[src/rtl/m_trap_csr_unit_pkg.sv]
// Shared CSR addresses, interrupt cause codes and CSR operation encoding
// for the machine-mode trap CSR block.
package m_trap_csr_unit_pkg;

  localparam logic [11:0] CSR_MSTATUS   = 12'h300;
  localparam logic [11:0] CSR_MIE       = 12'h304;
  localparam logic [11:0] CSR_MTVEC     = 12'h305;
  localparam logic [11:0] CSR_MSCRATCH  = 12'h340;
  localparam logic [11:0] CSR_MEPC      = 12'h341;
  localparam logic [11:0] CSR_MCAUSE    = 12'h342;
  localparam logic [11:0] CSR_MTVAL     = 12'h343;
  localparam logic [11:0] CSR_MIP       = 12'h344;
  localparam logic [11:0] CSR_MCYCLE    = 12'hB00;
  localparam logic [11:0] CSR_MCYCLEH   = 12'hB80;
  localparam logic [11:0] CSR_MINSTRET  = 12'hB02;
  localparam logic [11:0] CSR_MINSTRETH = 12'hB82;

  localparam logic [4:0] INT_MSI = 5'd3;
  localparam logic [4:0] INT_MTI = 5'd7;
  localparam logic [4:0] INT_MEI = 5'd11;

  localparam logic [31:0] MIE_MASK   = 32'h0000_0888;
  localparam logic [31:0] MTVEC_MASK = 32'hFFFF_FFFD;
  localparam logic [31:0] MEPC_MASK  = 32'hFFFF_FFFC;

  typedef enum logic [1:0] {
    CSR_OP_NONE = 2'b00,
    CSR_OP_RW   = 2'b01,
    CSR_OP_RS   = 2'b10,
    CSR_OP_RC   = 2'b11
  } csr_op_e;

  function automatic logic [31:0] csr_apply(csr_op_e op, logic [31:0] old_val,
                                            logic [31:0] wdata);
    case (op)
      CSR_OP_RW: return wdata;
      CSR_OP_RS: return old_val | wdata;
      CSR_OP_RC: return old_val & ~wdata;
      default:   return old_val;
    endcase
  endfunction

endpackage

[src/rtl/m_trap_csr_unit_irq_sync.sv]
// Multi-flop synchroniser for one asynchronous interrupt line.
module irq_sync #(
  parameter int unsigned STAGES = 2
) (
  input  logic clk,
  input  logic rst,
  input  logic d,
  output logic q
);

  logic [STAGES-1:0] sr;

  always_ff @(posedge clk or posedge rst) begin
    if (rst) sr <= '0;
    else     sr <= {sr[STAGES-2:0], d};
  end

  assign q = sr[STAGES-1];

endmodule

[src/rtl/m_trap_csr_unit.sv]
// Machine-mode trap CSR block: trap state, interrupt arbitration, trap target
// generation and the mcycle/minstret counters.
module m_trap_csr_unit
  import m_trap_csr_unit_pkg::*;
#(
  parameter int unsigned RETIRE_PORTS = 2,
  parameter logic [31:0] MTVEC_RESET  = 32'h0000_0000,
  parameter int unsigned SYNC_STAGES  = 2
) (
  input  logic                            clk,
  input  logic                            rst,
  input  logic [11:0]                     csr_addr,
  input  logic [1:0]                      csr_op,
  input  logic [31:0]                     csr_wdata,
  input  logic                            csr_commit,
  output logic [31:0]                     csr_rdata,
  output logic                            csr_illegal,
  input  logic                            exc_valid,
  input  logic [4:0]                      exc_code,
  input  logic [31:0]                     exc_pc,
  input  logic [31:0]                     exc_tval,
  input  logic                            interrupt_take,
  input  logic [31:0]                     interrupt_pc,
  input  logic                            mret,
  input  logic [$clog2(RETIRE_PORTS):0]   retire_count,
  input  logic                            ext_irq,
  input  logic                            timer_irq,
  input  logic                            sw_irq,
  output logic                            interrupt_pending,
  output logic [31:0]                     exception_target_pc,
  output logic [31:0]                     epc
);

  logic        status_mie, status_mpie;
  logic [31:0] mie_q, mtvec_q, mscratch_q, mepc_q, mcause_q, mtval_q;
  logic [63:0] mcycle_q, minstret_q, mcycle_d, minstret_d;
  logic        meip, mtip, msip;
  logic [31:0] mip, irq_en, tvec_base, csr_new;
  logic [4:0]  int_code;
  logic        int_any, pend_q, csr_wr;

  irq_sync #(.STAGES(SYNC_STAGES)) u_sync_ext (.clk(clk), .rst(rst), .d(ext_irq),   .q(meip));
  irq_sync #(.STAGES(SYNC_STAGES)) u_sync_tmr (.clk(clk), .rst(rst), .d(timer_irq), .q(mtip));
  irq_sync #(.STAGES(SYNC_STAGES)) u_sync_sw  (.clk(clk), .rst(rst), .d(sw_irq),    .q(msip));

  assign mip     = {20'b0, meip, 3'b0, mtip, 3'b0, msip, 3'b0};
  assign irq_en  = mip & mie_q;
  assign int_any = |irq_en;

  always_comb begin
    int_code = '0;
    if (irq_en[11])     int_code = INT_MEI;
    else if (irq_en[3]) int_code = INT_MSI;
    else if (irq_en[7]) int_code = INT_MTI;
  end

  // Purely combinational from current state so the control unit can latch it
  // in the same cycle it asserts interrupt_take.
  assign tvec_base = {mtvec_q[31:2], 2'b00};
  assign exception_target_pc = (mtvec_q[0] && !exc_valid && int_any)
                               ? tvec_base + {25'b0, int_code, 2'b00}
                               : tvec_base;

  always_comb begin
    csr_rdata   = '0;
    csr_illegal = 1'b0;
    case (csr_addr)
      CSR_MSTATUS:   csr_rdata = {24'b0, status_mpie, 3'b0, status_mie, 3'b0};
      CSR_MIE:       csr_rdata = mie_q;
      CSR_MTVEC:     csr_rdata = mtvec_q;
      CSR_MSCRATCH:  csr_rdata = mscratch_q;
      CSR_MEPC:      csr_rdata = mepc_q;
      CSR_MCAUSE:    csr_rdata = mcause_q;
      CSR_MTVAL:     csr_rdata = mtval_q;
      CSR_MIP:       csr_rdata = mip;
      CSR_MCYCLE:    csr_rdata = mcycle_q[31:0];
      CSR_MCYCLEH:   csr_rdata = mcycle_q[63:32];
      CSR_MINSTRET:  csr_rdata = minstret_q[31:0];
      CSR_MINSTRETH: csr_rdata = minstret_q[63:32];
      default:       csr_illegal = 1'b1;
    endcase
  end

  assign csr_new = csr_apply(csr_op_e'(csr_op), csr_rdata, csr_wdata);
  assign csr_wr  = csr_commit && (csr_op != CSR_OP_NONE) && !csr_illegal &&
                   !exc_valid && !interrupt_take && !mret;

  // Counters advance even when a trap drops the CSR write; a write to a half
  // replaces the whole next value of that counter.
  always_comb begin
    mcycle_d   = mcycle_q + 64'd1;
    minstret_d = minstret_q + 64'(retire_count);
    if (csr_wr) begin
      case (csr_addr)
        CSR_MCYCLE:    mcycle_d   = {mcycle_q[63:32], csr_new};
        CSR_MCYCLEH:   mcycle_d   = {csr_new, mcycle_q[31:0]};
        CSR_MINSTRET:  minstret_d = {minstret_q[63:32], csr_new};
        CSR_MINSTRETH: minstret_d = {csr_new, minstret_q[31:0]};
        default: ;
      endcase
    end
  end

  always_ff @(posedge clk or posedge rst) begin
    if (rst) begin
      status_mie  <= 1'b0;
      status_mpie <= 1'b0;
      mie_q       <= '0;
      mtvec_q     <= MTVEC_RESET;
      mscratch_q  <= '0;
      mepc_q      <= '0;
      mcause_q    <= '0;
      mtval_q     <= '0;
      mcycle_q    <= '0;
      minstret_q  <= '0;
      pend_q      <= 1'b0;
    end else begin
      pend_q     <= status_mie & int_any;
      mcycle_q   <= mcycle_d;
      minstret_q <= minstret_d;
      if (exc_valid) begin
        mepc_q      <= exc_pc & MEPC_MASK;
        mcause_q    <= {1'b0, 26'b0, exc_code};
        mtval_q     <= exc_tval;
        status_mpie <= status_mie;
        status_mie  <= 1'b0;
      end else if (interrupt_take) begin
        mepc_q      <= interrupt_pc & MEPC_MASK;
        mcause_q    <= {1'b1, 26'b0, int_code};
        mtval_q     <= '0;
        status_mpie <= status_mie;
        status_mie  <= 1'b0;
      end else if (mret) begin
        status_mie  <= status_mpie;
        status_mpie <= 1'b1;
      end else if (csr_wr) begin
        case (csr_addr)
          CSR_MSTATUS: begin
            status_mie  <= csr_new[3];
            status_mpie <= csr_new[7];
          end
          CSR_MIE:      mie_q      <= csr_new & MIE_MASK;
          CSR_MTVEC:    mtvec_q    <= csr_new & MTVEC_MASK;
          CSR_MSCRATCH: mscratch_q <= csr_new;
          CSR_MEPC:     mepc_q     <= csr_new & MEPC_MASK;
          CSR_MCAUSE:   mcause_q   <= csr_new;
          CSR_MTVAL:    mtval_q    <= csr_new;
          default: ;
        endcase
      end
    end
  end

  assign interrupt_pending = pend_q;
  assign epc               = mepc_q;

`ifndef SYNTHESIS
  exc_int_exclusive: assert property (@(posedge clk) disable iff (rst)
                                      !(exc_valid && interrupt_take));
`endif

endmodule
[config.mk]
export PLATFORM = sky130hd
export DESIGN_NAME = m_trap_csr_unit
export DESIGN_NICKNAME = d
export VERILOG_FILES = /design/src/rtl/m_trap_csr_unit_pkg.sv /design/src/rtl/m_trap_csr_unit_irq_sync.sv /design/src/rtl/m_trap_csr_unit.sv
export SDC_FILE = /design/constraint.sdc
export NUM_CORES = 1
export LEC_CHECK = 0
export CAP_MARGIN = 30
export CORE_MARGIN = 2
export CORE_UTILIZATION = 25
export DETAILED_ROUTE_END_ITERATION = 8
export PLACE_DENSITY_LB_ADDON = 0.12
export RECOVER_POWER = 100
export SLEW_MARGIN = 20
export SYNTH_ARGS = -nofsm -noshare
export SYNTH_HDL_FRONTEND = slang
export SYNTH_HIERARCHICAL = 1
export SYNTH_SLANG_ARGS = --single-unit
[constraint.sdc]
create_clock -name clk -period 27 [get_ports clk]
set_input_delay 5.4 -clock clk [delete_from_list [all_inputs] [get_ports clk]]
set_output_delay 5.4 -clock clk [all_outputs]
set_load 0.1 [all_outputs]
==> results of run 1 <==
[routing by layer]
metal  share of wire, %  GRT usage, %  wire length [um]
met1                 45          36.2             45300
met2                 44          38.3             44300
met3                8.0          4.24              7930
met4                2.1          6.09              2140
met5              0.041             0                41
[sequential cells by signal, indices dropped and copies added, names as in the netlist]
register / count
status_mpie: 1
mtvec_q: 31
mcycle_q: 64
mtval_q: 32
mie_q: 3
status_mie: 1
epc: 30
minstret_q: 64
u_sync_tmr/sr: 2
mscratch_q: 32
u_sync_sw/sr: 2
interrupt_pending: 1
mcause_q: 32
u_sync_ext/sr: 2
[worst min-delay path by stage]
stage                        to  slack, ns  cells past startpoint
4_1_cts        u_sync_tmr/sr[1]       0.34                      0
6_report       u_sync_tmr/sr[1]       0.34                      0
2_1_floorplan  u_sync_ext/sr[1]       0.33                      0
5_1_grt        u_sync_ext/sr[1]       0.35                      0
3_3_place_gp   u_sync_tmr/sr[1]       0.34                      0
3_5_place_dp   u_sync_ext/sr[1]       0.34                      0
[where the power goes]
group	switching [mW]	leakage, nW	internal [mW]
Clock	0.233	0.673	0.334
Sequential	0.0273	3.89	0.466
Combinational	0.144	5.00	0.0670
Total	0.404	9.55	0.868
[cells by family (layout without fill, tap and decap cells)]
kind of cell | after synthesis | after routing
AOI/OAI and AO/OA | 726 | 726
xor gates and xnor gates | 65 | 65
adders and majority gates | 9 | 9
buffers and inverters | 224 | 450
DFF | 297 | 297
muxes | 96 | 96
other | 1 | 8
and+or+nand+nor | 775 | 775
[placed cells by master (no fill, tap or decap), drive strengths merged, types with 27 or more instances in the layout]
master	count
buf	51
and2	37
o211ai	29
nor2	146
mux2i	67
o22ai	55
nand4	32
a22oi	60
clkbuf	88
xnor2	37
dlygate4sd3	99
a21oi	134
nor3	42
mux2	27
nand3	126
clkdlybuf4s50	143
a211oi	34
dfrtp	297
inv	54
and3	44
a221oi	39
xor2	28
nand2	234
o21ai	188
[stage by stage]
step / util (%) / hold slack [ns] / setup slack, ns / instances
final: 31.8 / 0.342 / 8.35 / 3395
after global routing: 31.8 / 0.349 / 7.36 / 3393
after CTS: 32.1 / 0.343 / 11.97 / 3386
after detailed placement: 30.2 / 0.337 / 11.98 / 3312
after global placement: 30.1 / 0.337 / 11.97 / 3304
after floorplan: - / 0.331 / 12.91 / 2196
[cell usage after synthesis (all sizes together), types with 20 or more instances]
cell type  instances  area share (%)
a221oi            39             1.9
buf               67             1.8
nand3            126             3.4
o22ai             55             1.9
a21oi            134             3.6
o221ai            26             1.2
xnor2             37             1.7
nor4              20            0.89
nor3              42             1.2
a211oi            34             1.4
and3              44             1.5
nand4             32             1.1
o21ai            188             5.0
inv               55             1.1
o211ai            29             1.1
mux2              27             1.6
a22oi             60             2.4
clkbuf           102             2.0
dfrtp            297              39
xor2              28             1.3
nor2             146             3.1
mux2i             67             3.5
nand2            234             4.6
and2              37             1.2
[layout make-up]
cell class              instances  share of cell area [%]
multi-input cells            1675                    44.6
flip-flops and latches        297                    31.3
repair buffers                321                    12.4
well taps                     969                    5.10
clock buffers                  60                    4.99
inverters                      55                   0.874
clock inverters                14                   0.779
diodes                          4                  0.0421
[worst max-delay path, delay by kind of cell]
| kind | cells | cell delay (ns) |
|---|---|---|
| buffers and inverters | 4 | 6.80 |
| AOI/OAI and AO/OA | 2 | 0.95 |
==> impl_results.rst, run 1 <==
.. list-table::
   :header-rows: 1

   * - Metric
     - Value
   * - Run status
     - complete, but fails checks
   * - Violations in the final reports
     - capacitance limit, slew limit
   * - Placement Rows
     - 100
   * - Endpoint required time on the critical path
     - 21.60 ns
   * - Worst-path cell chain
     - clkbuf_1 > clkbuf_1 > inv_1 > o32a_1 > o2111ai_1 > dlygate4sd3_1
   * - Post-synth design cell area
     - 18900 sq um
   * - Clk Tree Root Cell
     - clkbuf_16
   * - Drt drc
     - 0
   * - MaxCap Viol Count
     - 16
   * - Critical path endpoint
     - csr_rdata[11]
   * - Global-route wire length before repair
     - 142000 um
   * - Die area
     - 78000 sq um
   * - Number of global-route vias before repair
     - 18.8k
   * - Critical Path Source
     - csr_addr[7]
   * - Power density relative to cell area
     - 53.5 nW/um^2
   * - Area taken by flip-flops and latches
     - 7430 sq um
   * - Hold wc startpoint
     - u_sync_tmr/sr[0]
   * - Number of antenna violations at the first check in global routing
     - 13
   * - EDFF count, synth
     - 0
   * - Number of top-level pins
     - 256
   * - Combinational family with the most area after synthesis
     - compound AO/OA/AOI/OAI gates
   * - Routed wire length
     - 99800 um
   * - Unrepaired setup endpoints after global routing
     - false
   * - Post-CTS Setup Repair Bufs
     - 0
   * - Leakage power
     - 9.55 nW
   * - Via total after detailed routing
     - 19.7k
   * - Share of synthesized registers carrying an async set or reset
     - 100%
   * - Post-synthesis simple-gate area fraction
     - 20.9%
   * - Number of setup violations in the final report
     - 0
   * - Synthesized flop and latch total
     - 297
   * - Clock transition at the register clock pins on the worst setup and hold paths after CTS
     - 0.06 ns
   * - Finished layout cell area
     - 23800 sq um
   * - Area after detailed placement
     - 22600 sq um
   * - X dimension of the die
     - 279 um
   * - Category of the critical setup timing path
     - in -> out
   * - Setup crit end kind
     - primary output
   * - Relative slew slack
     - -272%
   * - Max-slew violation total from the final report
     - 555
   * - Yosys warning count
     - 6
   * - VDD IR max
     - 0.0355 mV
   * - Share of cells above drive strength 1
     - 7.56%
   * - Net total in the final layout
     - 2557
   * - Fin crit share
     - 69.1%
   * - Core region area
     - 74700 sq um
   * - Maximum level of the CTS H-tree
     - 2
   * - Most common cell type on the critical path
     - clkbuf_1
   * - Routed length per instance
     - 29.4 um
   * - Unique masters post-synth
     - 101
   * - Detailed placement HPWL
     - 73300 um
   * - Fraction of the mapped netlist area in adder cells
     - 0.674%
   * - Effective utilization at floorplan
     - 25.4%
   * - Number of hold violations in the final report
     - 0
   * - Most common flop cell mapped by yosys
     - dfrtp_1
   * - Filler cells
     - 7780
   * - Syn-to-layout area delta
     - 25.5%
   * - GR Overflow Total
     - 0
   * - Clk_skew
     - 0.0191 ns
   * - Count of instances resized after the clock tree is built
     - 0
   * - Number of search-and-repair iterations in the first detailed-routing pass
     - 5
   * - Post-Route Setup TNS
     - 0 ns
   * - Slew at the pin closest to its max-slew limit
     - 5.58 ns
   * - Fmax
     - 53.6 MHz
   * - Arrival time of data at the critical path endpoint
     - 13.25 ns
   * - Setup slack of the worst register-to-register path
     - 21.92 ns
   * - Tmin final
     - 18.65 ns
   * - Source-to-sink clock delay at the later pin of the worst-skew pair
     - 0.59 ns
   * - Pin count of the biggest net entering global routing
     - 113
   * - Iter 0 DRT Violations
     - 2223
   * - Fraction of synthesized cell area in xor and xnor cells
     - 3.01%
   * - Chip Height
     - 279 um
   * - Cell count after synthesis
     - 2193
   * - R2R Path End
     - mcycle_q[28]
   * - Area fraction in compound gates after synthesis
     - 25.8%
   * - TritonCTS clock tree
     - yes
   * - Max Root-Sink Buffers
     - 3
   * - Quantity of I/O buffers inserted on ports
     - 247
   * - RePlAce Congestion
     - 0.923
   * - Share of synthesized area spent on multiplexers
     - 5.38%
   * - Worst path slowest cell
     - clkbuf_1
   * - Post-synthesis area per instance
     - 8.64 sq um
   * - Post-route ant nets
     - 0
   * - Total power
     - 1.27 mW
   * - Global router's overall resource usage
     - 25.0%
   * - Largest stage delay on the critical path
     - 2.40 ns
   * - Cells on worst reg2reg path
     - 5
   * - Clock Sink Count
     - 297
   * - Launching point of the worst reg2reg path
     - minstret_q[28]
   * - Via-per-instance ratio
     - 5.81
   * - Number of clock buffers inserted by TritonCTS
     - 40
   * - Portion of the post-synthesis area used by sequential elements
     - 39.2%
   * - Path type of the worst min-delay path
     - reg -> reg
   * - Crit Path Max Fanout
     - 43
   * - Type of element launching the critical path
     - input pin
   * - Number of buffers added to fix hold violations after cts
     - 0
   * - Area of the multi-input gates
     - 10600 sq um
Note: power is estimated with default switching activity, not from simulation.
==> inputs of run 2 (changes only) <==
==> constraint.sdc (replaced) <==
create_clock -name clk -period 18.3 [get_ports clk]
set_input_delay 3.66 -clock clk [delete_from_list [all_inputs] [get_ports clk]]
set_output_delay 3.66 -clock clk [all_outputs]
set_load 0.1 [all_outputs]
==> run 2 against run 1 <==
Effect of this change:
- the flow still finishes with violations (capacitance limit, slew limit)
- sequential share of layout area is 0.29 points higher
- flip-flop and latch count did not move
- critical endpoint unchanged
- global-route usage decreased by 0.12 points
- wire length is 0.88% lower
- count of clock-buffer cells in the layout shrank 6
- sequential power grew 48%
- final cell count decreased by 0.29%
- largest cell class unchanged
- utilization down 0.29 points
- highest routed layer unchanged
==> impl_results.rst, run 2 (same netlist as run 1, synthesis figures left out) <==
.. list-table::
   :header-rows: 1

   * - Metric
     - Value
   * - Run status
     - complete, but fails checks
   * - Violations in the final reports
     - capacitance limit, slew limit
   * - Endpoint with the worst hold slack
     - u_sync_ext/sr[1]
   * - Chip Height
     - 279 um (unchanged)
   * - Number of buffer and inverter instances along the worst setup path
     - 4 (unchanged)
   * - Pin count of the biggest net entering global routing
     - 97 (-14%)
   * - Number of clock buffers inserted by TritonCTS
     - 38 (-5.0%)
   * - Top Family by Delay on Critical Path
     - buffers and inverters
   * - Worst path slowest cell
     - clkbuf_1
   * - Number of search-and-repair iterations in the first detailed-routing pass
     - 6 (+1)
   * - Global-route wire length before repair
     - 141000 um (-0.56%)
   * - Post-route ant nets
     - 0 (unchanged)
   * - Share of cells above drive strength 1
     - 7.17% (-0.38 points)
   * - Number of setup violations in the final report
     - 0 (unchanged)
   * - Filler cells
     - 7823 (+0.55%)
   * - Largest stage delay on the critical path
     - 1.99 ns (-0.41 ns)
   * - Commonest non-fill, non-tap cell in the layout
     - dfrtp_1
   * - Number of antenna violations at the first check in global routing
     - 12 (-1)
   * - Clock transition at the register clock pins on the worst setup and hold paths after CTS
     - 0.05 ns (about the same)
   * - Relative slew slack
     - -216% (+56 points)
   * - Grt met3 use
     - 4.32% (+0.075 points)
   * - Setup crit end kind
     - primary output
   * - Most used cells in the layout excluding fill and tap cells
     - 297 x dfrtp_1, 233 x nand2_1, 185 x o21ai_0, 144 x clkdlybuf4s50_1, 140 x nor2_1
   * - Number of global-route vias before repair
     - 18.8k (-0.14%)
   * - Drt drc
     - 0 (unchanged)
   * - Design internal power
     - 1.20 mW (+38%)
   * - MaxCap Viol Count
     - 15 (-1)
   * - Routed length per instance
     - 29.2 um (-0.59%)
   * - Unrepaired setup endpoints after global routing
     - false
   * - Source-to-sink clock delay at the later pin of the worst-skew pair
     - 0.58 ns (about the same)
   * - Power density relative to cell area
     - 75.1 nW/um^2 (+40%)
   * - Post-CTS Setup Repair Bufs
     - 0 (unchanged)
   * - Worst-path cell chain
     - buf_4 > clkbuf_1 > inv_1 > o32a_1 > o2111ai_1 > dlygate4sd3_1
   * - Via total after detailed routing
     - 19.7k (-0.25%)
   * - Count of instances resized after the clock tree is built
     - 0 (unchanged)
   * - Number of top-level pins
     - 256 (unchanged)
   * - Type of element launching the critical path
     - input pin
   * - Die area
     - 78000 sq um (unchanged)
   * - Net total in the final layout
     - 2556 (-0.039%)
   * - Min-Delay Path Depth
     - 0 (unchanged)
   * - Tmin final
     - 13.24 ns
   * - Global router's overall resource usage
     - 24.8% (-0.12 points)
   * - Arrival time of data at the critical path endpoint
     - 9.58 ns (-3.67 ns)
   * - Clk_skew
     - 0.0251 ns (+0.00606 ns)
   * - Fmax
     - 75.5 MHz
   * - Effective utilization at floorplan
     - 25.4% (unchanged)
   * - Iter 0 DRT Violations
     - 1952 (-12%)
   * - Quantity of I/O buffers inserted on ports
     - 247 (unchanged)
   * - Launching point of the worst reg2reg path
     - minstret_q[28]
   * - Placed cell count
     - 3313 (+0.030%)
   * - Detailed placement HPWL
     - 73100 um (-0.26%)
   * - Setup slack of the worst register-to-register path
     - 13.30 ns (-8.62 ns)
   * - Area of the multi-input gates
     - 10600 sq um (about the same)
   * - Endpoint required time on the critical path
     - 14.64 ns (-6.96 ns)
   * - Syn-to-layout area delta
     - 24.3%
   * - Path type of the worst min-delay path
     - reg -> reg
   * - RePlAce Congestion
     - 0.919 (-0.46%)
   * - Part of the total power dissipated in sequential elements
     - 41.2% (+2.4 points)
   * - Max Root-Sink Buffers
     - 3 (unchanged)
   * - Part of the total power dissipated in combinational logic
     - 17.5% (+0.9 points)
   * - Number of buffers added to fix hold violations after cts
     - 0 (unchanged)
   * - Crit Path Max Fanout
     - 39 (-9.3%)
   * - Area taken by flip-flops and latches
     - 7430 sq um (unchanged)
   * - TritonCTS clock tree
     - yes
   * - Routed wire length
     - 98900 um (-0.88%)
   * - Post-Route Setup TNS
     - 0 ns (unchanged)
   * - Slew at the pin closest to its max-slew limit
     - 4.71 ns (-0.863 ns)
   * - Via-per-instance ratio
     - 5.81 (about the same)
   * - Placement Rows
     - 100 (unchanged)
   * - Leakage power
     - 9.46 nW (-0.95%)
   * - Net switching share of the total power
     - 32.3% (+0.51 points)
   * - GR Overflow Total
     - 0 (unchanged)
   * - Clock network power share
     - 41.3% (-3.3 points)
   * - Met2 Use GR
     - 37.4% (-0.91 points)
   * - Max-slew violation total from the final report
     - 515 (-7.2%)
   * - VDD IR max
     - 0.0515 mV (+45%)
   * - Post-route insts no fill
     - 3385 (-0.29%)
   * - Clk Tree Root Cell
     - clkbuf_16
   * - Fin crit share
     - 72.4%
   * - Category of the critical setup timing path
     - in -> out
   * - Maximum level of the CTS H-tree
     - 2 (unchanged)
   * - Largest registers ranked by flip-flop count
     - mcycle_q (64), minstret_q (64)
   * - Number of hold violations in the final report
     - 0 (unchanged)
   * - Net Sw Power
     - 0.571 mW (+41%)
   * - Global-route met1 utilization
     - 35.9% (-0.22 points)
   * - Cells on worst reg2reg path
     - 5 (unchanged)
   * - Total power
     - 1.77 mW (+39%)
   * - GRT Max-Usage Layer
     - met2
   * - R2R Path End
     - mcycle_q[28]
   * - Hold wc startpoint
     - u_sync_ext/sr[0]
   * - Clock Sink Count
     - 297 (unchanged)
   * - Core region area
     - 74700 sq um (unchanged)
   * - X dimension of the die
     - 279 um (unchanged)
run 2: changes by cell type in the layout (fill, tap and decap cells not counted), moves of 2 or more:
cell | before | now
clkinv_8 | 3 | 1
clkbuf_8 | 11 | 7
inv_6 | 0 | 2
buf_6 | 1 | 4
mux2_1 | 5 | 2
bufinv_16 | 3 | 0
clkbuf_16 | 40 | 38
mux2_2 | 22 | 25
buf_4 | 43 | 41
run 2: metal layers:
metal	vias up	share of wire, %
met3	141	7.9
met2	898	44
met4	2	2.9
li1	8650	-
met5	-	0.016
met1	9975	46
run 2: stage by stage:
step	instance area [sq um]	hold slack, ns	setup WS [ns]	util, %
finish	23500	0.361	5.06	31.5
global route	23500	0.363	4.90	31.5
CTS	23700	0.362	6.72	31.8
detailed placement	22600	0.336	6.73	30.2
global placement	22500	0.338	6.74	30.1
floorplan	19000	0.331	6.61	-
run 2: power by group through the flow:
stage,combinational [mW],clock [mW],sequential (mW)
3_5_place_dp,0.316,0,0.739
5_1_grt,0.326,0.769,0.732
3_3_place_gp,0.312,0,0.738
2_1_floorplan,0.135,0,0.769
4_1_cts,0.317,0.741,0.727
6_report,0.309,0.730,0.729
run 2: final cells by class:
class | instances | area share [%]
multi-input combinational | 1675 | 44.9
sequential | 297 | 31.6
timing repair buffer | 322 | 12.6
tap | 969 | 5.15
clock buffer | 54 | 4.59
inverter | 55 | 0.882
clock inverter | 9 | 0.282
antenna | 4 | 0.0425
run 2: worst max-delay path by stage:
stage	cells past startpoint	end	startpoint
4_1_cts	7	csr_rdata[11]	csr_addr[3]
2_1_floorplan	1	epc[10]	rst
3_3_place_gp	7	csr_rdata[11]	csr_addr[3]
6_report	6	csr_rdata[11]	csr_addr[7]
3_5_place_dp	7	csr_rdata[11]	csr_addr[3]
5_1_grt	6	csr_rdata[11]	csr_addr[7]
==> inputs of run 3 (changes only) <==
==> constraint.sdc (replaced) <==
create_clock -name clk -period 12.45 [get_ports clk]
set_input_delay 2.49 -clock clk [delete_from_list [all_inputs] [get_ports clk]]
set_output_delay 2.49 -clock clk [all_outputs]
set_load 0.1 [all_outputs]
==> run 3 against run 2 <==
Effect of this change:
- the run still ends with capacitance limit, slew limit left
- clock skew rose by 0.0025 ns
- non-clock buffer count rose by 1
- highest routed layer unchanged
- design area rose by 0.40%
- global-route usage barely moved
- final cell count rose by 0.18%
- sequential power rose by 47%
- via count barely moved
- combinational power rose by 49%
- largest power group unchanged
- flip-flop and latch count did not move
- worst hold slack got worse by 0.013 ns
==> impl_results.rst, run 3 (same netlist as run 1, synthesis figures left out) <==
.. list-table::
   :header-rows: 1

   * - Metric
     - Value
   * - Run status
     - complete, but fails checks
   * - Violations in the final reports
     - capacitance limit, slew limit
   * - Clk Tree Root Cell
     - clkbuf_16
   * - R2R Path End
     - mtval_q[28]
   * - Crit Path Max Fanout
     - 25 (-36%)
   * - Share of cells above drive strength 1
     - 7.08% (-0.092 points)
   * - Global-route wire length before repair
     - 140000 um (-0.66%)
   * - GR Overflow Total
     - 0 (unchanged)
   * - Critical path endpoint
     - csr_rdata[9]
   * - Tmin final
     - 10.48 ns
   * - Source-to-sink clock delay at the later pin of the worst-skew pair
     - 0.58 ns (about the same)
   * - Syn-to-layout area delta
     - 24.8%
   * - Category of the critical setup timing path
     - in -> out
   * - Iter 0 DRT Violations
     - 1958 (+0.31%)
   * - Quantity of I/O buffers inserted on ports
     - 247 (unchanged)
   * - Endpoint required time on the critical path
     - 9.96 ns (-4.68 ns)
   * - Largest registers ranked by flip-flop count
     - mcycle_q (64), minstret_q (64)
   * - Unrepaired setup endpoints after global routing
     - false
   * - Commonest non-fill, non-tap cell in the layout
     - dfrtp_1
   * - Type of element launching the critical path
     - input pin
   * - Clock Sink Count
     - 297 (unchanged)
   * - Setup crit end kind
     - primary output
   * - Post-route ant nets
     - 0 (unchanged)
   * - Fmax
     - 95.4 MHz
   * - Count of instances resized after the clock tree is built
     - 0 (unchanged)
   * - Finished layout cell area
     - 23600 sq um (+0.40%)
   * - Launching point of the worst reg2reg path
     - minstret_q[28]
   * - Number of setup violations in the final report
     - 0 (unchanged)
   * - Post-CTS Setup Repair Bufs
     - 0 (unchanged)
   * - Routed length per instance
     - 29.2 um (about the same)
   * - Number of hold violations in the final report
     - 0 (unchanged)
   * - Number of clock buffers inserted by TritonCTS
     - 39 (+2.6%)
   * - Post-Route Setup TNS
     - 0 ns (unchanged)
   * - Clk_skew
     - 0.0277 ns (+0.00253 ns)
   * - Most used cells in the layout excluding fill and tap cells
     - 297 x dfrtp_1, 234 x nand2_1, 186 x o21ai_0, 142 x clkdlybuf4s50_1, 141 x nor2_1
   * - X dimension of the die
     - 279 um (unchanged)
   * - Die area
     - 78000 sq um (unchanged)
   * - Power density relative to cell area
     - 114 nW/um^2 (+52%)
   * - Core region area
     - 74700 sq um (unchanged)
   * - Critical Path Source
     - csr_addr[2]
   * - MaxCap Viol Count
     - 21 (+6)
   * - Number of top-level pins
     - 256 (unchanged)
   * - Leakage power
     - 9.48 nW (+0.18%)
   * - Number of search-and-repair iterations in the first detailed-routing pass
     - 5 (-1)
   * - Number of antenna violations at the first check in global routing
     - 18 (+6)
   * - Filler cells
     - 7846 (+0.29%)
   * - Maximum level of the CTS H-tree
     - 2 (unchanged)
   * - Detailed placement HPWL
     - 73200 um (+0.17%)
   * - Max-slew violation total from the final report
     - 733 (+42%)
   * - Cells on worst reg2reg path
     - 5 (unchanged)
   * - Chip Height
     - 279 um (unchanged)
   * - Number of global-route vias before repair
     - 18.8k (+0.091%)
   * - Setup slack of the worst register-to-register path
     - 7.36 ns (-5.94 ns)
   * - Placement Rows
     - 100 (unchanged)
   * - TritonCTS clock tree
     - yes
   * - Via total after detailed routing
     - 19.7k (-0.025%)
   * - Global router's overall resource usage
     - 24.9% (+0.049 points)
   * - Via-per-instance ratio
     - 5.80 (-0.20%)
   * - Clock transition at the register clock pins on the worst setup and hold paths after CTS
     - 0.05 ns (about the same)
   * - Path type of the worst min-delay path
     - reg -> reg
   * - Net total in the final layout
     - 2558 (+0.078%)
   * - VDD IR max
     - 0.0765 mV (+49%)
   * - Area after detailed placement
     - 22600 sq um (+0.16%)
   * - Max Root-Sink Buffers
     - 3 (unchanged)
   * - Arrival time of data at the critical path endpoint
     - 7.99 ns (-1.59 ns)
   * - Drt drc
     - 0 (unchanged)
   * - Number of buffers added to fix hold violations after cts
     - 0 (unchanged)
   * - Slew at the pin closest to its max-slew limit
     - 5.34 ns (+0.631 ns)
   * - RePlAce Congestion
     - 0.940 (+2.3%)
   * - Relative slew slack
     - -258% (-42 points)
   * - Pin count of the biggest net entering global routing
     - 104 (+7.2%)
   * - Effective utilization at floorplan
     - 25.4% (unchanged)
   * - Routed wire length
     - 99100 um (+0.23%)
   * - Fin crit share
     - 84.2%
[run 3: final cells by class]
| class | count | area, sq um | share of cell area (%) |
|---|---|---|---|
| clock buffer | 56 | 1160 | 4.91 |
| multi-input combinational | 1675 | 10500 | 44.5 |
| tap | 969 | 1210 | 5.13 |
| clock inverter | 9 | 113 | 0.476 |
| inverter | 55 | 208 | 0.878 |
| antenna | 7 | 17.5 | 0.0741 |
| timing repair buffer | 323 | 2970 | 12.6 |
| sequential | 297 | 7430 | 31.4 |
[run 3: worst min path at each step]
| stage | startpoint | to | slack [ns] | cells after the start |
|---|---|---|---|---|
| 2_1_floorplan | u_sync_ext/sr[0] | u_sync_ext/sr[1] | 0.33 | 0 |
| 3_3_place_gp | u_sync_tmr/sr[0] | u_sync_tmr/sr[1] | 0.34 | 0 |
| 3_5_place_dp | u_sync_ext/sr[0] | u_sync_ext/sr[1] | 0.34 | 0 |
| 4_1_cts | u_sync_tmr/sr[0] | u_sync_tmr/sr[1] | 0.35 | 0 |
| 5_1_grt | u_sync_tmr/sr[0] | u_sync_tmr/sr[1] | 0.36 | 0 |
| 6_report | u_sync_tmr/sr[0] | u_sync_tmr/sr[1] | 0.35 | 0 |
[run 3: per-stage QoR]
step / cells / hold WS [ns] / util, % / setup WS [ns] / power (mW)
CTS: 3378 / 0.348 / 32.0 / 3.21 / 2.72
detailed placement: 3313 / 0.336 / 30.3 / 3.23 / 1.56
global placement: 3302 / 0.337 / 30.1 / 3.17 / 1.54
finish: 3391 / 0.348 / 31.7 / 1.97 / 2.69
floorplan: 2196 / 0.331 / - / 1.93 / 1.33
global route: 3386 / 0.355 / 31.6 / 1.73 / 2.78
[run 3: where the power goes]
| group | switching, mW | internal (mW) | leakage (nW) |
|---|---|---|---|
| clock network | 0.473 | 0.686 | 0.627 |
| logic | 0.314 | 0.146 | 4.97 |
| registers | 0.0598 | 1.01 | 3.89 |
| total | 0.847 | 1.84 | 9.48 |
[run 3: metal layers]
layer | wire (um) | GRT usage, %
met5 | 37 | 0
met4 | 3280 | 8.59
met3 | 10000 | 7.68
met2 | 42700 | 36.9
met1 | 43100 | 34.0
[run 3: worst max-delay path: stages]
cell           delay [ns]
dlygate4sd3_1        0.54
clkbuf_1             0.59
nor4b_1              1.49
and2_0               0.79
a222oi_1             0.32
o211ai_1             0.49
dlygate4sd3_1        1.27
